==> config.mk <==
export PLATFORM = sky130hd
export DESIGN_NAME = spi_flash_responder
export DESIGN_NICKNAME = d
export VERILOG_FILES = /design/src/rtl/spi_flash_responder.sv
export SDC_FILE = /design/constraint.sdc
export NUM_CORES = 1
export LEC_CHECK = 0
export BUFFER_PORTS_ARGS = -buffer_cell sky130_fd_sc_hd__buf_2
export CAP_MARGIN = 30
export CORE_ASPECT_RATIO = 0.5
export CORE_MARGIN = 3
export CORE_UTILIZATION = 53
export DETAILED_ROUTE_END_ITERATION = 12
export PLACE_DENSITY = 0.72
export SLEW_MARGIN = 5
export SYNTH_ARGS = -nofsm -noshare
export SYNTH_HDL_FRONTEND = slang
export SYNTH_SLANG_ARGS = --single-unit
==> constraint.sdc <==
create_clock -name clk -period 2.4 [get_ports clk]
set_input_delay 0.48 -clock clk [delete_from_list [all_inputs] [get_ports clk]]
set_output_delay 0.48 -clock clk [all_outputs]
set_load 0.005 [all_outputs]
==> src/rtl/spi_flash_responder.sv <==
// SPI flash responder: emulates a serial flash on oversampled SPI pins (mode 0).
// Supports READ (0x03) and JEDEC ID (0x9F). Data is streamed from a synchronous
// byte-wide memory read port.
// Optional: define SPI_FLASH_RESP_FAST_READ_EN to accept FAST READ (0x0B), which
// adds 8 dummy clocks between the address and the data.
module spi_flash_responder #(
  parameter int unsigned W_ADDR   = 16,
  parameter logic [23:0] JEDEC_ID = 24'hEF4016
) (
  input  logic              clk,
  input  logic              rst_n,
  input  logic              spi_sclk,
  input  logic              spi_cs_n,
  input  logic              spi_sdi,
  output logic              spi_sdo,
  output logic              spi_sdo_oe,
  output logic [W_ADDR-1:0] mem_addr,
  output logic              mem_ren,
  input  logic [7:0]        mem_rdata
);

`ifdef SPI_FLASH_RESP_FAST_READ_EN
  typedef enum logic [2:0] {StIdle, StCmd, StAddr, StData, StId, StIgnore, StDummy} state_e;
`else
  typedef enum logic [2:0] {StIdle, StCmd, StAddr, StData, StId, StIgnore} state_e;
`endif

  logic [1:0] sclk_sync_q, cs_sync_q, sdi_sync_q;
  logic       sclk_prev_q;
  logic       sclk_s, cs_n_s, sdi_s, sclk_rise, sclk_fall;

  // Two-flop synchronisers plus a third flop on sclk for edge detection
  always_ff @(posedge clk or negedge rst_n) begin
    if (!rst_n) begin
      sclk_sync_q <= 2'b00;
      cs_sync_q   <= 2'b11;
      sdi_sync_q  <= 2'b00;
      sclk_prev_q <= 1'b0;
    end else begin
      sclk_sync_q <= {sclk_sync_q[0], spi_sclk};
      cs_sync_q   <= {cs_sync_q[0], spi_cs_n};
      sdi_sync_q  <= {sdi_sync_q[0], spi_sdi};
      sclk_prev_q <= sclk_sync_q[1];
    end
  end

  assign sclk_s    = sclk_sync_q[1];
  assign cs_n_s    = cs_sync_q[1];
  assign sdi_s     = sdi_sync_q[1];
  assign sclk_rise = sclk_s & ~sclk_prev_q;
  assign sclk_fall = ~sclk_s & sclk_prev_q;

  state_e            state_q, state_d;
  logic [4:0]        bit_cnt_q, bit_cnt_d;
  logic [22:0]       in_sr_q, in_sr_d;
  logic [6:0]        out_sr_q, out_sr_d;
  logic              byte_done_q, byte_done_d;   // next sclk fall loads a fresh byte
  logic [1:0]        id_idx_q, id_idx_d;
  logic              sdo_q, sdo_d, oe_q, oe_d;
  logic [W_ADDR-1:0] mem_addr_q, mem_addr_d;
  logic              mem_ren_q, mem_ren_d, ren_dly_q;
  logic [7:0]        rdata_q, rdata_d;
`ifdef SPI_FLASH_RESP_FAST_READ_EN
  logic              fast_q, fast_d;
`endif

  logic [7:0]  cmd_byte, id_byte, load_byte;
  logic [23:0] addr_full;

  assign cmd_byte  = {in_sr_q[6:0], sdi_s};
  assign addr_full = {in_sr_q, sdi_s};

  // Select the outgoing JEDEC byte; zeros once all three have been sent
  always_comb begin
    id_byte = 8'h00;
    unique case (id_idx_q)
      2'd0:    id_byte = JEDEC_ID[23:16];
      2'd1:    id_byte = JEDEC_ID[15:8];
      2'd2:    id_byte = JEDEC_ID[7:0];
      default: id_byte = 8'h00;
    endcase
    load_byte = (state_q == StData) ? rdata_q : id_byte;
  end

  // State and datapath registers
  always_ff @(posedge clk or negedge rst_n) begin
    if (!rst_n) begin
      state_q     <= StIdle;
      bit_cnt_q   <= '0;
      in_sr_q     <= '0;
      out_sr_q    <= '0;
      byte_done_q <= 1'b0;
      id_idx_q    <= '0;
      sdo_q       <= 1'b0;
      oe_q        <= 1'b0;
      mem_addr_q  <= '0;
      mem_ren_q   <= 1'b0;
      ren_dly_q   <= 1'b0;
      rdata_q     <= '0;
`ifdef SPI_FLASH_RESP_FAST_READ_EN
      fast_q      <= 1'b0;
`endif
    end else begin
      state_q     <= state_d;
      bit_cnt_q   <= bit_cnt_d;
      in_sr_q     <= in_sr_d;
      out_sr_q    <= out_sr_d;
      byte_done_q <= byte_done_d;
      id_idx_q    <= id_idx_d;
      sdo_q       <= sdo_d;
      oe_q        <= oe_d;
      mem_addr_q  <= mem_addr_d;
      mem_ren_q   <= mem_ren_d;
      ren_dly_q   <= mem_ren_q;
      rdata_q     <= rdata_d;
`ifdef SPI_FLASH_RESP_FAST_READ_EN
      fast_q      <= fast_d;
`endif
    end
  end

  // Next-state: command decode, address capture, byte load/shift-out
  always_comb begin
    state_d     = state_q;
    bit_cnt_d   = bit_cnt_q;
    in_sr_d     = in_sr_q;
    out_sr_d    = out_sr_q;
    byte_done_d = byte_done_q;
    id_idx_d    = id_idx_q;
    sdo_d       = sdo_q;
    oe_d        = oe_q;
    mem_addr_d  = mem_addr_q;
    mem_ren_d   = 1'b0;
    // Memory data arrives the cycle after the read strobe
    rdata_d     = ren_dly_q ? mem_rdata : rdata_q;
`ifdef SPI_FLASH_RESP_FAST_READ_EN
    fast_d      = fast_q;
`endif

    if (cs_n_s) begin
      state_d = StIdle;
      oe_d    = 1'b0;
      sdo_d   = 1'b0;
    end else begin
      unique case (state_q)
        StIdle: begin
          state_d   = StCmd;
          bit_cnt_d = '0;
        end
        StCmd: begin
          if (sclk_rise) begin
            in_sr_d   = addr_full[22:0];
            bit_cnt_d = bit_cnt_q + 5'd1;
            if (bit_cnt_q == 5'd7) begin
              bit_cnt_d = '0;
              case (cmd_byte)
                8'h03: begin
                  state_d = StAddr;
`ifdef SPI_FLASH_RESP_FAST_READ_EN
                  fast_d  = 1'b0;
`endif
                end
`ifdef SPI_FLASH_RESP_FAST_READ_EN
                8'h0B: begin
                  state_d = StAddr;
                  fast_d  = 1'b1;
                end
`endif
                8'h9F: begin
                  state_d     = StId;
                  byte_done_d = 1'b1;
                  id_idx_d    = '0;
                end
                default: state_d = StIgnore;
              endcase
            end
          end
        end
        StAddr: begin
          if (sclk_rise) begin
            in_sr_d   = addr_full[22:0];
            bit_cnt_d = bit_cnt_q + 5'd1;
            if (bit_cnt_q == 5'd23) begin
              bit_cnt_d   = '0;
              mem_addr_d  = addr_full[W_ADDR-1:0];
              mem_ren_d   = 1'b1;
              byte_done_d = 1'b1;
`ifdef SPI_FLASH_RESP_FAST_READ_EN
              state_d     = fast_q ? StDummy : StData;
`else
              state_d     = StData;
`endif
            end
          end
        end
`ifdef SPI_FLASH_RESP_FAST_READ_EN
        StDummy: begin
          if (sclk_rise) begin
            bit_cnt_d = bit_cnt_q + 5'd1;
            if (bit_cnt_q == 5'd7) begin
              bit_cnt_d = '0;
              state_d   = StData;
            end
          end
        end
`endif
        StData, StId: begin
          if (sclk_rise) begin
            bit_cnt_d = bit_cnt_q + 5'd1;
            if (bit_cnt_q == 5'd7) begin
              bit_cnt_d   = '0;
              byte_done_d = 1'b1;
            end
          end else if (sclk_fall) begin
            if (byte_done_q) begin
              sdo_d       = load_byte[7];
              out_sr_d    = load_byte[6:0];
              oe_d        = 1'b1;
              byte_done_d = 1'b0;
              if (state_q == StData) begin
                // Prefetch the next byte while this one shifts out
                mem_addr_d = mem_addr_q + W_ADDR'(1);
                mem_ren_d  = 1'b1;
              end else if (id_idx_q != 2'd3) begin
                id_idx_d = id_idx_q + 2'd1;
              end
            end else begin
              sdo_d    = out_sr_q[6];
              out_sr_d = {out_sr_q[5:0], 1'b0};
            end
          end
        end
        StIgnore: begin
          oe_d = 1'b0;
        end
        default: state_d = StIdle;
      endcase
    end
  end

  assign spi_sdo    = sdo_q;
  assign spi_sdo_oe = oe_q;
  assign mem_addr   = mem_addr_q;
  assign mem_ren    = mem_ren_q;

endmodule

==> results of run 1 <==
## power by group
group / internal (mW) / total, mW / switching [mW]
clock network: 1.07 / 1.54 / 0.466
logic: 0.134 / 0.242 / 0.107
registers: 1.22 / 1.31 / 0.0950
## path summary, 6_finish.rpt
path,from,end,cells past startpoint
setup reg to reg,sclk_sync_q[1]$_DFF_PN0_,mem_addr[14]$_DFFE_PN0P_,7
hold / removal,rst_n,bit_cnt_q[1]$_DFFE_PN0P_,2
max in group asynchronous,rst_n,cs_sync_q[0]$_DFF_PN1_,2
min in group clk,spi_cs_n,cs_sync_q[0]$_DFF_PN1_,1
hold reg to reg,sdi_sync_q[0]$_DFF_PN0_,sdi_sync_q[1]$_DFF_PN0_,0
setup / recovery,sclk_sync_q[1]$_DFF_PN0_,mem_addr[14]$_DFFE_PN0P_,7
## cell type report
cell class / instances / area [µm²]
fillers: 499 / 2100
flip-flops and latches: 68 / 1700
multi-input cells: 257 / 1700
inverters: 8 / 30.0
repair buffers: 41 / 255
well taps: 88 / 110
clock inverters: 4 / 95.1
clock buffers: 12 / 256
## kinds of logic after synthesis
kind of cell	after synthesis
muxes	27
xor gates and xnor gates	2
AOI/OAI and AO/OA	100
and+or+nand+nor	120
buffers and inverters	27
DFF	68
adders and majority gates	8
## sequential cells by signal, summed over array words and instances, names as in the netlist, 3 cells and up
signal and count:
out_sr_q 7, state_q 3, bit_cnt_q 5, mem_addr 16, rdata_q 8, in_sr_q 15
## cell usage after synthesis (all sizes together) (6+ instances only)
cell,number,area (µm²)
dfrtp,66,1650
nand2,36,135
a21oi,34,170
mux2,24,308
nor2,22,85.1
o21ai,22,114
nand3,13,70.1
buf,10,65.1
clkbuf,9,33.8
ha,8,100
inv,8,30.0
nand2b,8,50.1
a21o,6,45.0
a31oi,6,37.5
nor3,6,30.0
or3,6,37.5
## worst max-delay path, stage by stage, from the launching register on
cell                        delay, ns
sky130_fd_sc_hd__dfrtp_1         0.39
sky130_fd_sc_hd__ha_1            0.31
sky130_fd_sc_hd__nor2b_1         0.32
sky130_fd_sc_hd__nand2_1         0.17
sky130_fd_sc_hd__a211oi_2        0.30
sky130_fd_sc_hd__buf_12          0.21
sky130_fd_sc_hd__a21boi_1        0.20
sky130_fd_sc_hd__a2bb2oi_1       0.17
## layer usage
layer  wire, µm  track usage (%)
met1       3410             28.6
met4         55             6.56
met2       3390             31.7
met3        435             6.90
met5          0                0
## through the flow
stage	hold slack [ns]	setup slack [ns]	cells
after floorplan	0.184	0.585	352
after global placement	0.332	0.332	462
after detailed placement	0.339	0.304	462
after CTS	0.177	0.272	478
after global routing	0.197	0.0906	478
final	0.170	0.240	478
==> metrics.sh, run 1 <==
DRT_PRE_ANTENNA_ITERS=5
SIMPLE_GATE_FRACTION_OF_SYNTH_AREA_PCT=17.5
REG2REG_SETUP_SLACK_NS=0.24
DIE-HEIGHT_UM=63.8
GRT_START_MAX_NET_PINS=69
GR_OVFL_TOTAL=0
CTS-BUFFERS-INSERTED=9
LAYOUT.CORE_UTILIZATION_PCT=66.4
TOTAL_LEAKAGE_POWER_nW=1.95
FINALCLOCKSKEW_NS=0.00388
TIGHTESTPINTRANSITION_NS=0.775
SYNTH_XOR_XNOR_AREA_SHARE_PCT=0.495
WL_PER_CELL_UM=15.2
TOTALPOWERFINAL_mW=3.09
DIE_W_UM=122
CTS_TREE='yes'
DIODES=0
COMPOUND_CELL_AREA_SHARE_OF_THE_YOSYS_NETLIST_PCT=17.8
CLOCK_NET_SINK_COUNT=68
SLEW_VIOLATIONS=0
CRIT_ARRIVAL_NS=2.41
MOSTFREQUENTLAYOUTCELL='sky130_fd_sc_hd__dfrtp_1'
STATUS='finished clean'
DRT_FIRST_ITER_VIOLATIONS=168
LEADING_CELL_TYPES_IN_THE_LAYOUT_FILL_AND_TAPS_EXCLUDED='66 x sky130_fd_sc_hd__dfrtp_1, 36 x sky130_fd_sc_hd__nand2_1, 34 x sky130_fd_sc_hd__a21oi_1, 31 x sky130_fd_sc_hd__buf_2, 21 x sky130_fd_sc_hd__nor2_1'
CTS-ROOT-BUF='sky130_fd_sc_hd__clkbuf_16'
PLACE.GP.CONGESTION=0.926
PWR_DENSITY_CELL_nW_PER_UM2=743
CRITICALPATHCATEGORY='register to register'
GR-USAGE-ALL-LAYERS_PCT=20.9
PEAKVDDDROP_mV=0.397
CRIT_FANOUT=32
TIMING.FINAL.CRIT_PERIOD_NS=2.16
SYN_AREA_UM2=3540
CLKLATENCYLATEPIN_NS=0.33
POSTROUTEWIRELENGTH_UM=7290
CTS_POST_SETUP_BUFFERS_INSERTED=0
CTS.CLK_SLEW.WORST_PATHS_NS=0.06
SYNTH_SEQ_AREA_SHARE_PCT=48.2
LARGEST_FAMILY_OF_LOGIC_CELLS_BY_SYNTHESIZED_AREA='compound AO/OA/AOI/OAI gates'
UNREPAIRED_SETUP_ENDPOINTS_AFTER_GLOBAL_ROUTING='false'
GRT_FIRST_PASS_WIRELENGTH_UM=12900
CTS_RESIZED=0
ASYNC_SET_OR_RESET_REGISTER_RATIO_AFTER_SYNTHESIS_PCT=100
FLOORPLAN.DIE_AREA_UM2=7750
SYNTHMUXAREASHARE_PCT=9.55
PIN_COUNT=32
HP-CLASS='input port to async pin'
PLACE_AREA_UM2=3800
GRT_ANTENNA_BEFORE_REPAIR=0
FINAL_NETS=406
TIMING.CRITICAL_PATH.REQUIRED_NS=2.65
TNS_NS=0
DRC_ERRORS=0
ARITHMETIC_CELL_SHARE_OF_THE_SYNTHESIZED_AREA_COUNTING_FULL_ADDERS_HALF_ADDERS_AND_MAJORITY_GATES_PCT=2.83
IO_BUFFER_COUNT=31
DP.FINAL_HPWL_UM=5070
ANT_NETS=0
ACHIEVABLE-FREQUENCY_MHz=463
POST_ROUTE_CELLS_DRIVE_ABOVE_1_SHARE_PCT=24.1
SYN_WARNINGS=0
DRT-VIAS-PER-INSTANCE=5.88
YS_DOMINANT_REG_CELL='sky130_fd_sc_hd__dfrtp_1'
FP.COREAREA_UM2=6260
CAP_VIOLATIONS=0
RELATIVE_AREA_CHANGE_FROM_SYNTHESIS_TO_FINAL_LAYOUT_PCT=17.5
ROWS=20
STARTPOINT_TYPES='register'
POSTSYNTHCELLCOUNT=352
DESIGN_AREA_UM2=4160
CTS-HTREE-LEVELS=3
NUMBER_OF_GLOBAL_ROUTE_VIAS_BEFORE_REPAIR=2647
HOLD_VIOL=0
YS_TYPES=54
POSTSYNTHREGISTERBITS=68
NUMBER_OF_FLOPS_MAPPED_TO_ENABLE_CELLS_BY_YOSYS=0
CLOCKBUFFERDEPTH=2
HOLDBUFCOUNTCTS=0
SYNTH.NET_COUNT=373
ENDPOINT_KIND='register'
START_UTIL_PCT=56.5
SLEW_HEADROOM_PCT=48.4
POSTSYNTHAREAPERCELL_UM2=10.0
FINALSETUPVIOLATIONS=0
VIAS=2810
FINAL_MIN_PERIOD_OVER_CLOCK_PERIOD_PCT=90.0
Power figures use the tool's default switching activity.
==> run 2, diff against run 1 <==
Settings changed: CORE_MARGIN 3 to unset.
==> run 2 against run 1 <==
Compared with the run above: fmax grew 0.29%; non-clock buffer count shrank 1; flip-flop and latch count is the same; combinational power is essentially flat; first-iteration DRC count shrank 15%; hold slack gained 0.013 ns; die area shrank 9.4%; register-to-register slack is essentially flat; utilization shrank 0.86 points; largest power group is now registers; power shrank 8.2%; highest routed layer unchanged; final cell count shrank 0.21%; sequential share of layout area grew 0.54 points.
==> metrics.sh, run 2 (synthesis gave the netlist of run 1 again) <==
STATUS='finished clean'
CELLS_TRAVERSED_ALONG_THE_WORST_TIMING_PATH='and3b_1, a21oi_1, or3b_2, o21ai_0, a21oi_1'
RELATIVE_AREA_CHANGE_FROM_SYNTHESIS_TO_FINAL_LAYOUT_PCT=16.0
POSTROUTEWIRELENGTH_UM=7570  # +3.9%
CLKLATENCYLATEPIN_NS=0.34  # about the same
FINAL_MIN_PERIOD_OVER_CLOCK_PERIOD_PCT=89.7  # -0.26 points
HOLDBUFCOUNTCTS=0  # unchanged
CRITICAL-PATH-MAX-STAGE-DELAY_NS=0.60  # +0.21 ns
CAP_VIOLATIONS=0  # unchanged
GRT_START_MAX_NET_PINS=36  # -48%
DP.CELLS=461  # -0.22%
CTS-BUFFERS-INSERTED=9  # unchanged
NUMBER_OF_GLOBAL_ROUTE_VIAS_BEFORE_REPAIR=2630  # -0.64%
IO_BUFFER_COUNT=31  # unchanged
DRT_PRE_ANTENNA_ITERS=5  # unchanged
CTS_POST_SETUP_BUFFERS_INSERTED=0  # unchanged
CTS.CLK_SLEW.WORST_PATHS_NS=0.06  # about the same
NUM-FILL-CELLS=496  # -0.60%
DIE_W_UM=118  # -3.3%
TNS_NS=0  # unchanged
GR-USAGE-ALL-LAYERS_PCT=23.8  # +2.9 points
TIMING.FINAL.CRIT_PERIOD_NS=2.15  # -0.00633 ns
FINALSETUPVIOLATIONS=0  # unchanged
PIN_COUNT=32  # unchanged
CTS_TREE='yes'
DRT_FIRST_ITER_VIOLATIONS=143  # -15%
SLEW_VIOLATIONS=0  # unchanged
CRITICAL-PATH-TOP-CELL-BY-COUNT='sky130_fd_sc_hd__a21oi_1'
ENDPOINT_KIND='register'
DRT-VIAS-PER-INSTANCE=5.89  # +0.25%
DIE-HEIGHT_UM=59.8  # -6.3%
LAYOUTNONFILLERINSTCOUNT=477  # -0.21%
GRT_ANTENNA_BEFORE_REPAIR=0  # unchanged
FP.COREAREA_UM2=6260  # unchanged
DIODES=0  # unchanged
GR_OVFL_TOTAL=0  # unchanged
CRIT_ARRIVAL_NS=2.38  # -0.03 ns
LEADING_CELL_TYPES_IN_THE_LAYOUT_FILL_AND_TAPS_EXCLUDED='66 x sky130_fd_sc_hd__dfrtp_1, 36 x sky130_fd_sc_hd__nand2_1, 34 x sky130_fd_sc_hd__a21oi_1, 31 x sky130_fd_sc_hd__buf_2, 21 x sky130_fd_sc_hd__nor2_1'
START_UTIL_PCT=56.5  # unchanged
CTS-HTREE-LEVELS=3  # unchanged
LAYOUT.CORE_UTILIZATION_PCT=65.6  # -0.86 points
TOTAL_LEAKAGE_POWER_nW=1.92  # -1.5%
STARTPOINT_TYPES='register'
CTS-ROOT-BUF='sky130_fd_sc_hd__clkbuf_16'
ACHIEVABLE-FREQUENCY_MHz=464  # +0.29%
TOTALPOWERFINAL_mW=2.83  # -8.2%
POST_ROUTE_CELLS_DRIVE_ABOVE_1_SHARE_PCT=23.7  # -0.45 points
SLEW_HEADROOM_PCT=46.9  # -1.5 points
VIAS=2811  # +0.036%
DP.FINAL_HPWL_UM=5200  # +2.5%
PEAKVDDDROP_mV=0.402  # +1.2%
MOSTFREQUENTLAYOUTCELL='sky130_fd_sc_hd__dfrtp_1'
TIGHTESTPINTRANSITION_NS=0.797  # +0.0226 ns
CPMAXSTAGEDELAYCELL='sky130_fd_sc_hd__dfrtp_1'
GRT_FIRST_PASS_WIRELENGTH_UM=12700  # -1.5%
CLOCK_NET_SINK_COUNT=68  # unchanged
WL_PER_CELL_UM=15.9  # +4.1%
ROWS=20  # unchanged
HP-CLASS='input port to async pin'
CRITICAL-PATH-TOP-DELAY-FAMILY='simple AND/OR/NAND/NOR gates'
TIMING.FINAL.WS_SETUP_NS=0.247  # +0.00633 ns
PWR_DENSITY_CELL_nW_PER_UM2=691  # -7.0%
ANT_NETS=0  # unchanged
NUMBER_OF_FLIP_FLOPS_UNDER_THE_LARGEST_REGISTER_NAME=16  # unchanged
CLOCKBUFFERDEPTH=2  # unchanged
UNREPAIRED_SETUP_ENDPOINTS_AFTER_GLOBAL_ROUTING='false'
CRITICAL_PATH_BUF_INV_COUNT=0  # -1
FINALCLOCKSKEW_NS=0.00557  # +0.00168 ns
CTS_RESIZED=0  # unchanged
HOLD_VIOL=0  # unchanged
CRITICALPATHCATEGORY='register to register'
PLACE.GP.CONGESTION=0.870  # -6.1%
CRIT_FANOUT=14  # -56%
FINAL_NETS=405  # -0.25%
DP_SLACK_NS=0.276  # -0.0285 ns
TIMING.CRITICAL_PATH.REQUIRED_NS=2.62  # -0.03 ns
DRC_ERRORS=0  # unchanged
FLOORPLAN.DIE_AREA_UM2=7020  # -9.4%
[run 2: final cells by class]
class	count	area, µm²	share of cell area, %
clock buffers	15	288	7.02
well taps	88	110	2.68
clock inverters	1	5.00	0.122
multi-input cells	257	1700	41.5
inverters	8	30.0	0.732
repair buffers	40	260	6.35
flip-flops and latches	68	1700	41.5
[run 2: path summary, 6_finish.rpt]
check | start | end | slack, ns | cells past startpoint
worst max-delay path | state_q[0]$_DFFE_PN0P_ | mem_addr[3]$_DFFE_PN0P_ | 0.25 | 5
worst min-delay path | rst_n | out_sr_q[6]$_DFFE_PN0P_ | 0.18 | 1
worst max register to register | state_q[0]$_DFFE_PN0P_ | mem_addr[3]$_DFFE_PN0P_ | 0.25 | 5
worst min register to register | sclk_sync_q[0]$_DFF_PN0_ | sclk_sync_q[1]$_DFF_PN0_ | 0.35 | 0
max in group asynchronous | rst_n | cs_sync_q[0]$_DFF_PN1_ | 1.52 | 2
min in group clk | spi_sdi | sdi_sync_q[0]$_DFF_PN0_ | 0.25 | 1
[run 2: report_power, final]
part | total [mW] | internal, mW | switching, mW
Sequential | 1.31 | 1.22 | 0.0960
Clock | 1.28 | 0.811 | 0.468
Combinational | 0.243 | 0.135 | 0.108
Total | 2.83 | 2.16 | 0.672
[run 2: per-stage QoR]
stage | instance area [µm²] | hold WS (ns)
global placement | 3810 | 0.333
detailed placement | 3810 | 0.336
global route | 4100 | 0.223
finish | 4100 | 0.183
floorplan | 3540 | 0.184
CTS | 4100 | 0.198
[run 2: metal layers]
layer | GRT usage, % | vias up | part of all wire [%]
met2 | 39.6 | 79 | 48
met1 | 30.1 | 1390 | 45
met3 | 8.49 | 9 | 5.7
li1 | - | 1333 | -
met4 | 6.96 | 0 | 0.83
met5 | 0 | - | 0
[run 2: worst reg2reg max path: cells and delay by family, from the launching register on]
kind,cells,cell delay (ns)
and+or+nand+nor,2,1.02
DFF,1,0.60
AOI/OAI and AO/OA,3,0.42
